### config.mk
export PLATFORM = sky130hd
export DESIGN_NAME = usb_recv_pkt
export DESIGN_NICKNAME = d
export VERILOG_FILES = /design/src/rtl/usb_recv_pkt.sv
export SDC_FILE = /design/constraint.sdc
export NUM_CORES = 1
export LEC_CHECK = 0
export ABC_AREA = 0
export ABC_CLOCK_PERIOD_IN_PS = 3000
export BUFFER_PORTS_ARGS = -buffer_cell sky130_fd_sc_hd__clkbuf_2
export CORE_MARGIN = 1
export CORE_UTILIZATION = 60
export CTS_CLUSTER_DIAMETER = 30
export CTS_CLUSTER_SIZE = 20
export DETAILED_ROUTE_END_ITERATION = 10
export HOLD_SLACK_MARGIN = 0.1
export PLACE_DENSITY = 0.78
export SYNTH_ARGS = -nofsm -noshare
export SYNTH_HDL_FRONTEND = slang
export SYNTH_SLANG_ARGS = --single-unit
### constraint.sdc
create_clock -name clk -period 3 [get_ports clk]
set_input_delay 0.3 -clock clk [delete_from_list [all_inputs] [get_ports clk]]
set_output_delay 0.3 -clock clk [all_outputs]
set_load 0.03 [all_outputs]
### src/rtl/usb_recv_pkt.sv
// usb_recv_pkt
//   Packet receiver that sits after the bit destuffer and sync detector.
//   Assembles destuffed bits into a checked PID and data bytes. Data bytes are
//   queued in a byte FIFO tagged with a first-byte flag and read out through a
//   valid/ready handshake. Every packet that gets past its PID ends with a
//   one-clock status record: PID, length, CRC5/CRC16 result and error flags.
//
// Ports
//   clk, rst_n            system clock, async active-low reset
//   strobe, din           one destuffed bit per strobe
//   sync, se0             sync detected / end-of-packet, sampled on strobe
//   o_data, o_first       FIFO head byte (bit0 first received), first-byte tag
//   o_valid, o_ready      FIFO read handshake
//   busy                  receiving a packet (PID, DATA or DISCARD)
//   eop_*                 end-of-packet status, eop_valid pulses for one clk
//
// State | meaning
//   IDLE    | waiting for sync
//   PID     | collecting PID byte and its check nibble
//   DATA    | collecting payload/CRC bytes into the FIFO
//   DISCARD | bad PID, ignore bits until SE0
module usb_recv_pkt #(
    parameter int FIFO_DEPTH = 16,
    parameter int MAX_LEN    = 1026,
    parameter int LEN_W      = 11
) (
    input  logic             clk,
    input  logic             rst_n,
    input  logic             strobe,
    input  logic             din,
    input  logic             sync,
    input  logic             se0,
    output logic [7:0]       o_data,
    output logic             o_first,
    output logic             o_valid,
    input  logic             o_ready,
    output logic             busy,
    output logic             eop_valid,
    output logic [3:0]       eop_pid,
    output logic [LEN_W-1:0] eop_len,
    output logic             eop_crc5_ok,
    output logic             eop_crc16_ok,
    output logic             eop_pid_err,
    output logic             eop_align_err,
    output logic             eop_overflow,
    output logic             eop_toolong
);
    localparam int AW = $clog2(FIFO_DEPTH);
    localparam logic [LEN_W-1:0] LEN_MAX   = LEN_W'(MAX_LEN);
    localparam logic [LEN_W-1:0] LEN_SAT   = LEN_W'(MAX_LEN + 1);
    localparam logic [4:0]       CRC5_RES  = 5'b01100;
    localparam logic [15:0]      CRC16_RES = 16'h800D;

    typedef enum logic [1:0] {ST_IDLE, ST_PID, ST_DATA, ST_DISCARD} state_t;

    state_t             state_q, state_d;
    logic [2:0]         bcnt_q;
    logic [6:0]         shift_q;
    logic [LEN_W-1:0]   len_q;
    logic [3:0]         pid_q;
    logic               ovf_q, tl_q, c5ok_q, c16ok_q;
    logic [4:0]         crc5_q;
    logic [15:0]        crc16_q;
    logic [AW:0]        wr_ptr_q, rd_ptr_q;
    logic [8:0]         mem_q [FIFO_DEPTH];

    logic               eop_valid_q, eop_crc5_q, eop_crc16_q, eop_pid_err_q;
    logic               eop_align_q, eop_ovf_q, eop_tl_q;
    logic [3:0]         eop_pid_q;
    logic [LEN_W-1:0]   eop_len_q;

    logic [7:0]         byte_w;
    logic               bit_ev, byte_last, pid_ok, too_long, full, fifo_pop, fifo_push;
    logic               eop_emit;
    logic [LEN_W-1:0]   len_inc;
    logic [4:0]         crc5_nxt;
    logic [15:0]        crc16_nxt;

    // bits arrive LSB first, so the newest bit enters at the top
    assign byte_w    = {din, shift_q};
    assign bit_ev    = strobe && !se0;
    assign byte_last = bit_ev && (bcnt_q == 3'd7);
    assign pid_ok    = (byte_w[7:4] == ~byte_w[3:0]);
    assign len_inc   = (len_q == LEN_SAT) ? LEN_SAT : len_q + LEN_W'(1);
    assign too_long  = (len_inc > LEN_MAX);
    assign full      = (wr_ptr_q[AW] != rd_ptr_q[AW]) &&
                       (wr_ptr_q[AW-1:0] == rd_ptr_q[AW-1:0]);
    assign o_valid   = (wr_ptr_q != rd_ptr_q);
    assign fifo_pop  = o_valid && o_ready;
    // a pop in the same clock frees the slot, so a full FIFO still accepts
    assign fifo_push = (state_q == ST_DATA) && byte_last && !too_long && (!full || fifo_pop);
    assign eop_emit  = strobe && se0 && ((state_q == ST_DATA) || (state_q == ST_DISCARD));

    assign crc5_nxt  = {crc5_q[3:0], 1'b0}   ^ ((din ^ crc5_q[4])   ? 5'h05    : 5'h00);
    assign crc16_nxt = {crc16_q[14:0], 1'b0} ^ ((din ^ crc16_q[15]) ? 16'h8005 : 16'h0000);

    assign o_data  = mem_q[rd_ptr_q[AW-1:0]][7:0];
    assign o_first = mem_q[rd_ptr_q[AW-1:0]][8];
    assign busy    = (state_q != ST_IDLE);

    assign eop_valid     = eop_valid_q;
    assign eop_pid       = eop_pid_q;
    assign eop_len       = eop_len_q;
    assign eop_crc5_ok   = eop_crc5_q;
    assign eop_crc16_ok  = eop_crc16_q;
    assign eop_pid_err   = eop_pid_err_q;
    assign eop_align_err = eop_align_q;
    assign eop_overflow  = eop_ovf_q;
    assign eop_toolong   = eop_tl_q;

    always_comb begin
        state_d = state_q;
        if (strobe) begin
            case (state_q)
                ST_IDLE:    if (sync && !se0) state_d = ST_PID;
                ST_PID: begin
                    if (se0)            state_d = ST_IDLE;
                    else if (byte_last) state_d = pid_ok ? ST_DATA : ST_DISCARD;
                end
                ST_DATA,
                ST_DISCARD: if (se0) state_d = ST_IDLE;
                default:    state_d = ST_IDLE;
            endcase
        end
    end

    always_ff @(posedge clk or negedge rst_n) begin
        if (!rst_n) state_q <= ST_IDLE;
        else        state_q <= state_d;
    end

    always_ff @(posedge clk) begin
        if (fifo_push) mem_q[wr_ptr_q[AW-1:0]] <= {(len_q == '0), byte_w};
    end

    always_ff @(posedge clk or negedge rst_n) begin
        if (!rst_n) begin
            bcnt_q        <= '0;
            shift_q       <= '0;
            len_q         <= '0;
            pid_q         <= '0;
            ovf_q         <= 1'b0;
            tl_q          <= 1'b0;
            c5ok_q        <= 1'b0;
            c16ok_q       <= 1'b0;
            crc5_q        <= '1;
            crc16_q       <= '1;
            wr_ptr_q      <= '0;
            rd_ptr_q      <= '0;
            eop_valid_q   <= 1'b0;
            eop_pid_q     <= '0;
            eop_len_q     <= '0;
            eop_crc5_q    <= 1'b0;
            eop_crc16_q   <= 1'b0;
            eop_pid_err_q <= 1'b0;
            eop_align_q   <= 1'b0;
            eop_ovf_q     <= 1'b0;
            eop_tl_q      <= 1'b0;
        end else begin
            eop_valid_q <= eop_emit;
            if (fifo_push) wr_ptr_q <= wr_ptr_q + (AW+1)'(1);
            if (fifo_pop)  rd_ptr_q <= rd_ptr_q + (AW+1)'(1);

            // CRC registers only run over DATA bits; anywhere else they sit at the seed
            if (state_q != ST_DATA) begin
                crc5_q  <= '1;
                crc16_q <= '1;
            end else if (bit_ev) begin
                crc5_q  <= crc5_nxt;
                crc16_q <= crc16_nxt;
            end

            if (strobe) begin
                case (state_q)
                    ST_IDLE: begin
                        if (sync && !se0) begin
                            bcnt_q  <= '0;
                            len_q   <= '0;
                            ovf_q   <= 1'b0;
                            tl_q    <= 1'b0;
                            c5ok_q  <= 1'b0;
                            c16ok_q <= 1'b0;
                        end
                    end
                    ST_PID: begin
                        if (!se0) begin
                            shift_q <= byte_w[7:1];
                            bcnt_q  <= bcnt_q + 3'd1;
                            if (bcnt_q == 3'd7 && pid_ok) pid_q <= byte_w[3:0];
                        end
                    end
                    ST_DATA: begin
                        if (se0) begin
                            eop_pid_q     <= pid_q;
                            eop_len_q     <= len_q;
                            eop_crc5_q    <= c5ok_q;
                            eop_crc16_q   <= c16ok_q;
                            eop_pid_err_q <= 1'b0;
                            eop_align_q   <= (bcnt_q != 3'd0);
                            eop_ovf_q     <= ovf_q;
                            eop_tl_q      <= tl_q;
                        end else begin
                            shift_q <= byte_w[7:1];
                            bcnt_q  <= bcnt_q + 3'd1;
                            if (bcnt_q == 3'd7) begin
                                len_q   <= len_inc;
                                c5ok_q  <= (crc5_nxt == CRC5_RES);
                                c16ok_q <= (crc16_nxt == CRC16_RES);
                                if (too_long)        tl_q  <= 1'b1;
                                else if (!fifo_push) ovf_q <= 1'b1;
                            end
                        end
                    end
                    ST_DISCARD: begin
                        if (se0) begin
                            eop_pid_q     <= pid_q;
                            eop_len_q     <= '0;
                            eop_crc5_q    <= 1'b0;
                            eop_crc16_q   <= 1'b0;
                            eop_pid_err_q <= 1'b1;
                            eop_align_q   <= 1'b0;
                            eop_ovf_q     <= 1'b0;
                            eop_tl_q      <= 1'b0;
                        end
                    end
                    default: ;
                endcase
            end
        end
    end
endmodule

# Word-level counts from Yosys, hierarchy flattened
# Memories as Yosys holds them, arrays and structs flattened.
# Index checks and enable logic that the tools add are counted.
# classes
add_sub_neg	4
n_mux	54
n_reduce_logical	35
eq_ne	23
bitwise	6
magnitude_cmp	1
# op_table
op	n
2-to-1 mux 11 bit	6
2-to-1 mux 16 bit	3
case mux 11 bit (2 select lines)	2
2-to-1 mux 1 bit	22
inequality test 2 bit, second input constant	10
case mux 1 bit (2 select lines)	10
== test 16 bit, second input constant	1
AND reduction 4 bit	4
bitwise XOR 16 bit	1
adder 11 x 1 -> 11 bit, second input constant	1
== test 11 bit, second input constant	1
greater-than comparator 11 bit, second input constant	1
logical AND 1 bit	11
zero test 11 bit	1
adder 5 x 1 -> 5 bit, second input constant	2
2-to-1 mux 5 bit	2
nonzero test 2 bit	5
2-to-1 mux 3 bit	3
== test 4 bit	2
2-to-1 mux 2 bit	4
AND reduction 7 bit	1
case mux 2 bit (3 select lines)	1
case mux 3 bit (2 select lines)	1
AND reduction 3 bit	2
20 further kinds	26
# word_totals
in_bits	7
n_memories	1
ram_bits	144
reg_bits	84
out_inout_bits	33
elab_cells	146
# memory_table
memory	depth	word_bits	read_ports	rd_clocked_by_memory_dff	wr	line	rtl
mem_q	16	9	1	0	1	65	logic [8:0] mem_q [FIFO_DEPTH];

# Logic depth before layout (Yosys ltp)
# Gate-level depths: netlist (run 1).
# depth
word_depth	11
depth_mapped	10
depth_no_buf	7

# Least setup slack after synthesis (run 1)
# No wires, ideal clock.
# synth_timing
path_type	flip-flop to flip-flop
from	register len_q[0]
to	memory mem_q[8][0] (enable)
required_time_ns	2.613
arrival_time_ns	2.298
path_slack_ns	0.316
stages_incl_launch_ff	8
synth_period_minus_slack_ns	2.684
setup_time_ns	0.387
path_buffers	1
path_cell_list	dfrtp_1 ha_1 buf_2 nand4b_1 a32oi_1 a41oi_4 nand2b_4 nor3_1
# synth_between
elab_chain_cells	8
elab_cells_between_ends	9
cone_classes	add/sub: 1; order compare: 1; eq/ne: 1; mux: 3; reduce/logical: 3
# synth_lines
item	line	rtl
from (decl)	59	logic [LEN_W-1:0] len_q;
from (signal assigned)	206	len_q <= len_inc;
adder 11 x 1 -> 11 bit / == test 11 bit (equally long branches)	84	assign len_inc = (len_q == LEN_SAT) ? LEN_SAT : len_q + LEN_W'(1);
2-to-1 mux 11 bit *	84	
greater-than comparator 11 bit *	85	assign too_long = (len_inc > LEN_MAX);
zero test 1 bit *	91	assign fifo_push = (state_q == ST_DATA) && byte_last && !too_long && (!full || fifo_pop);
logical AND 1 bit * (2 in series)	91	
2-to-1 mux 1 bit *	133	if (fifo_push) mem_q[wr_ptr_q[AW-1:0]] <= {(len_q == '0), byte_w};
2-to-1 mux 1 bit (not written as such) *	133	
to (decl)	65	
# Mark *: on every way between the ends. The rest lies on a longest branch, timed or not.

# Final worst setup path (run 1)
# layout_timing
from	register rd_ptr_q[0]
to	output o_data[6]
# layout_between
elab_chain_cells	1
# layout_lines
item	line	rtl
from (decl)	64	logic [AW:0] wr_ptr_q, rd_ptr_q;
from (signal assigned)	162	if (fifo_pop) rd_ptr_q <= rd_ptr_q + (AW+1)'(1);
memory (16 x 9 bit)	-	
to (decl)	33	output logic [7:0] o_data,
# No other way between the ends.

==> impl_metrics.yaml, run 1 <==
floorplan:
  die_x_um: 129
  die_area_um2: 16700
  die_h_um: 129
  rows: 46
  ioPinCount: 40
  core-area_um2: 15900
  start_util_pct: 61.3
yosys:
  synth_compound_area_share_pct: 4.31
  ys_seq_elements: 228
  syn-cell-area_um2: 9730
  syn_nets: 663
  yosys.area_share.simple_pct: 10.7
  synth_xor_area_share_pct: 2.25
  synth_most_common_cell: "edfxtp_1"
  synth_warnings: 0
  yosysTopAreaCell: "edfxtp_1"
  synthTopCellsByArea: "edfxtp_1 (44%), dfrtp_1 (16%), mux4_2 (10%)"
  synth_edf_count: 144
  syn_avg_cell_area_um2: 15.2
  synth_mux_area_share_pct: 12.3
  synth_top_family_by_area: "multiplexers"
  yosysTopAreaCellShare_pct: 44.4
  yosysUniqueCellTypes: 61
  syn-instance-count: 642
  ys_seq_area_share_pct: 66.3
  synthAdderAreaFrac_pct: 1.80
  synthArstFlopShare_pct: 36.8
  ys_top_cells_by_count: "edfxtp_1 (144), nand2_1 (83), dfrtp_1 (63), mux4_2 (45), nand3_1 (31)"
  ys.flop_type: "edfxtp_1"
sta:
  holdWs_ns: 0.265
  slew-limit-headroom_pct: 31.5
  clock.fmax_mhz: 346
  hold_violations: 0
  clock_skew_ns: 0.0267
  setup_slack_ns: 0.109
  worstMarginPinSlew_ns: 1.03
  tns_ns: 0
  period_share_pct: 96.4
  period_needed_ns: 2.89
  rsz0062_at_grt: "false"
  setup_viol: 0
  finalMaxSlewViolations: 0
setup_path:
  crit_path_start: "rd_ptr_q[0]"
  start_kind: "flip-flop"
  arrival_ns: 2.59
  r2r-start: "len_q[0]"
  worstSetupPathType: "flip-flop to primary output"
  end_kind: "primary output"
  worstPathRequired_ns: 2.70
  cp_max_fo: 36
pwr:
  ir_drop_v: 0.000528
  total_leakage_power_uw: 0.00441
  p_total_uw: 11100
  power_per_cell_area_nw_per_um2: 957
clocking:
  htree_num_levels: 2
  cts.sinks: 228
  clk_pin_slew_worst_paths_ns: 0.05
  root_buffer: "clkbuf_16"
  numCtsBuffers: 40
  cts_setup_buffers: 0
  cts_tree: "built"
  cts-root-to-sink-buffers: 3
  clock_latency_ns: 0.52
place:
  pre_cts_ws_ns: 0.100
  hpwlAfterDp_um: 12900
  port-buffer-count: 39
  place.gp.congestion: 0.914
finish:
  area_growth_pct: 19.5
  num-fill-cells: 987
  seq_area_um2: 6450
  drive_above_1_share_pct: 29.3
  nets: 730
  multi_input_comb_area_um2: 3070
  diodes: 0
drt:
  drc: 0
  vias: 5671
  via_per_inst: 5.93
  wl_per_cell_um: 22.0
  ant_nets: 0
  drt_first_iter_violations: 350
  wl_um: 21000
  drt_first_pass_iters: 4
grt:
  antenna_found_initial: 0
  grt_use_total_pct: 27.6
  gr-total-overflow: 0
  grt_start_max_net_pins: 85
  grt_pass1_vias: 6033
  grt_pass1_wl_um: 33500
run_status:
  status: "completed"
hold_path:
  hp-start: "o_ready"
  hold_class: "input port to flip-flop"
flow_run:
  maxCapViolCount: 0
## routing by layer
layer,GRT usage [%],part of all wire (%),vias up,wire (um)
met4,11.1,3.3,0,690
met3,5.12,4.8,47,1020
li1,-,-,2551,-
met1,33.1,39,2888,8140
met5,0,0,-,0
met2,49.3,53,185,11200
## flip-flops by register name (all words and copies together), names as in the netlist, 2 cells and up
signal and flops:
rd_ptr_q 5, state_q 2, bcnt_q 3, mem_q 144
shift_q 7, len_q 11, wr_ptr_q 5, crc16_q 16
eop_pid 4, crc5_q 5, eop_len 11, pid_q 4
## power by group
group / leakage [uW] / switching [uW] / total, uW / internal, uW
sequential: 0.00231 / 286 / 4050 / 3760
clock: 0.000673 / 1500 / 4590 / 3090
combinational: 0.00142 / 1450 / 2500 / 1050
total: 0.00441 / 3240 / 11100 / 7900
## final cells by class
type	count	share of cell area [%]
Clock buffer	50	9.29
Clock inverter	24	2.66
Inverter	13	0.420
Multi-Input combinational cell	362	26.4
Sequential cell	228	55.5
Tap cell	216	2.32
Timing Repair Buffer	64	3.44
## path summary, 6_finish.rpt
path                       slack [ns]           to  cells after the start
setup / recovery                 0.11    o_data[6]                      4
hold / removal                   0.27  rd_ptr_q[0]                      3
setup reg to reg                 0.23  mem_q[2][0]                      7
hold reg to reg                  0.48   eop_pid[3]                      2
max in group asynchronous        1.79  rd_ptr_q[0]                      2
min in group asynchronous        0.52   shift_q[1]                      2
## cells by family after synthesis
kind of cell	after synthesis
flops	228
simple gates	199
compound gates	63
mux	61
buf+inv	52
xor+xnor	25
fa+ha+maj	14
## stage by stage
step                instance area, um2  utilization (%)  cells
finish                           11600             73.2    957
global route                     11600             73.2    957
CTS                              11600             73.1    957
detailed placement               10200             64.3    882
global placement                 10200             64.3    882
floorplan                         9730                -    642
## critical path, cell delays in order (launching register included)
cell and delay [ns]:
dfrtp_2 0.44, buf_12 0.30, mux4_2 0.59, mux4_2 0.52, clkbuf_2 0.21
## placed cells by master (no fill, tap or decap), drive strengths merged, types with 18 or more instances in the layout
cell / count
nand2: 83
edfxtp: 144
o21ai: 32
nand3: 32
dfrtp: 63
buf: 25
mux4: 45
inv: 18
clkbuf: 88
dfstp: 21
## what timing repair did
action / 4_1_cts / 5_1_grt
endpoints found under the hold margin: 63 / 0
setup endpoints to repair: 0 / 90
hold buffers: 1 / 0
resized for setup: 0 / 8
No activity file was read; power rests on OpenSTA's default activity.
==> run 2: changes to the inputs <==
--- a/config.mk
+++ b/config.mk
@@ -7,14 +7,15 @@
 export LEC_CHECK = 0
 export ABC_AREA = 0
 export ABC_CLOCK_PERIOD_IN_PS = 3000
-export BUFFER_PORTS_ARGS = -buffer_cell sky130_fd_sc_hd__clkbuf_2
 export CORE_MARGIN = 1
 export CORE_UTILIZATION = 60
 export CTS_CLUSTER_DIAMETER = 30
 export CTS_CLUSTER_SIZE = 20
 export DETAILED_ROUTE_END_ITERATION = 10
+export DONT_BUFFER_PORTS = 1
+export GPL_ROUTABILITY_DRIVEN = 1
 export HOLD_SLACK_MARGIN = 0.1
-export PLACE_DENSITY = 0.78
+export PLACE_DENSITY = 0.76
 export SYNTH_ARGS = -nofsm -noshare
 export SYNTH_HDL_FRONTEND = slang
 export SYNTH_SLANG_ARGS = --single-unit
==> run 2 against run 1 <==
Maximum frequency hardly changed. Clock power fell by 6.8%. Global-route usage decreased by 0.29 points. Sequential share of layout area is 1.2 points higher. Routed wire length decreased by 1.6%. Via count decreased by 2.4%. Critical path type is now flip-flop to flip-flop.
==> impl_metrics.yaml, run 2 (synthesis results as in run 1) <==
run_status:
  status: "completed"
drt:
  vias: 5534
  ant_nets: 0
  drc: 0
  wl_per_cell_um: 22.5
  drt_first_pass_iters: 5
  wl_um: 20700
  drt_first_iter_violations: 403
  via_per_inst: 6.02
place:
  port-buffer-count: 0
  place.gp.congestion: 0.934
  hpwlAfterDp_um: 12800
  placedCellCount: 847
setup_path:
  crit_chain: "ha_1 -> nand2_1 -> nor4_2 -> xnor2_1 -> a41oi_4 -> nand2b_4 -> nor2_1"
  crit_path_top_delay_cell: "nor2_1"
  worstPathRequired_ns: 3.12
  end_kind: "flip-flop"
  start_kind: "flip-flop"
  cp_max_fo: 9
  max_stage_delay_ns: 0.73
  r2r_setup_slack_ns: 0.11
  crit_path_start: "len_q[0]"
  r2r_end: "mem_q[14][1]"
  arrival_ns: 3.01
  crit_path_end: "mem_q[14][1]"
  rr_worst_depth: 7
  worstSetupPathType: "flip-flop to flip-flop"
  r2r-start: "len_q[0]"
grt:
  met3_usage_pct: 6.52
  antenna_found_initial: 0
  use_met2_pct: 46.9
  grt_pass1_vias: 5739
  grt_pass1_wl_um: 33000
  grtUsageMet1_pct: 34.6
  grt_start_max_net_pins: 85
  grt-busiest-layer: "met2"
  gr-total-overflow: 0
  grt_use_total_pct: 27.3
clocking:
  cts-root-to-sink-buffers: 3
  cts_tree: "built"
  cts.sinks: 228
  htree_num_levels: 2
  numCtsBuffers: 38
  root_buffer: "clkbuf_16"
  clk_pin_slew_worst_paths_ns: 0.05
  clock_latency_ns: 0.50
pwr:
  total_leakage_power_uw: 0.00420
  power_per_cell_area_nw_per_um2: 946
  ir_drop_v: 0.000624
floorplan:
  die_x_um: 129
  core-area_um2: 15900
  die_h_um: 129
  rows: 46
  die_area_um2: 16700
  start_util_pct: 61.3
  ioPinCount: 40
finish:
  nets: 695
  layout_common_cells: "edfxtp_1 (144), nand2_1 (83), dfrtp_1 (62)"
  drive_above_1_share_pct: 25.3
  area_growth_pct: 17.0
  instances_no_fill: 919
  largest_register_ffs: 144
  diodes: 0
  layout_commonest_cell: "edfxtp_1"
sta:
  tns_ns: 0
  finalMaxSlewViolations: 0
  setup_viol: 0
  worstMarginPinSlew_ns: 0.917
  period_share_pct: 96.3
  hold_violations: 0
  clock_skew_ns: 0.0182
  slew-limit-headroom_pct: 38.6
  rsz0062_at_grt: "true"
  clock.fmax_mhz: 346
  period_needed_ns: 2.89
hold_path:
  hold_class: "input port to flip-flop"
  hp-start: "strobe"
flow_run:
  maxCapViolCount: 0
run 2: cell count changes in the layout (fill, tap and decap cells not counted), sizes merged:
| cell | previous run | this run |
|---|---|---|
| inv | 18 | 15 |
| bufinv | 6 | 5 |
| clkbuf | 88 | 47 |
| clkinvlp | 4 | 7 |
| clkinv | 9 | 8 |
| buf | 25 | 29 |
| dlygate4sd3 | 1 | 2 |
run 2: area by class of cell:
class / instances / area [um2]
Sequential cell: 228 / 6450
Tap cell: 216 / 270
Multi-Input combinational cell: 362 / 3060
Clock inverter: 22 / 274
Timing Repair Buffer: 31 / 270
Clock buffer: 47 / 1010
Fill cell: 1017 / 4500
Inverter: 13 / 48.8
run 2: how the worst min path moves through the flow:
stage                 endpoint  slack, ns  depth (start not counted)
detailed placement  shift_q[0]      0.007                          0
global placement    shift_q[3]      0.007                          0
floorplan            bcnt_q[0]      0.004                          0
global route        state_q[0]       0.14                          2
finish              state_q[0]       0.11                          2
CTS                 state_q[0]       0.11                          2
run 2: per-stage QoR:
step	area (um2)	util (%)	total power [uW]	worst slack [ns]	hold slack (ns)
2_1_floorplan	9730	-	5780	0.316	0.00441
3_3_place_gp	10000	63.2	6400	0.234	0.00663
3_5_place_dp	10000	63.2	6500	0.112	0.00711
4_1_cts	11400	71.6	10900	0.116	0.105
5_1_grt	11400	71.7	11200	-0.0665	0.143
6_report	11400	71.7	10800	0.112	0.113
run 2: power by group:
group          internal (uW)  total, uW  switching (uW)
sequential              3760       3960             197
clock                   2830       4280            1450
combinational            997       2530            1530
run 2: metal layers:
layer	vias to the layer above	wire length, um
met5	-	0
met4	0	407
met3	31	1350
met2	197	10900
met1	2821	8090
li1	2485	-
run 2: repair_timing:
item / in CTS / in global routing
endpoints found under the setup margin: 0 / 82
hold endpoints to repair: 103 / 0
buffers inserted: 0 / 0
resized for setup: 0 / 8
hold buffers: 3 / 0
run 2: critical path, delay by kind of cell, from the launching register on:
kind / cells / cell delay (ns)
compound gates: 1 / 0.08
fa+ha+maj: 1 / 0.34
xor+xnor: 1 / 0.25
flops: 1 / 0.42
simple gates: 4 / 1.43
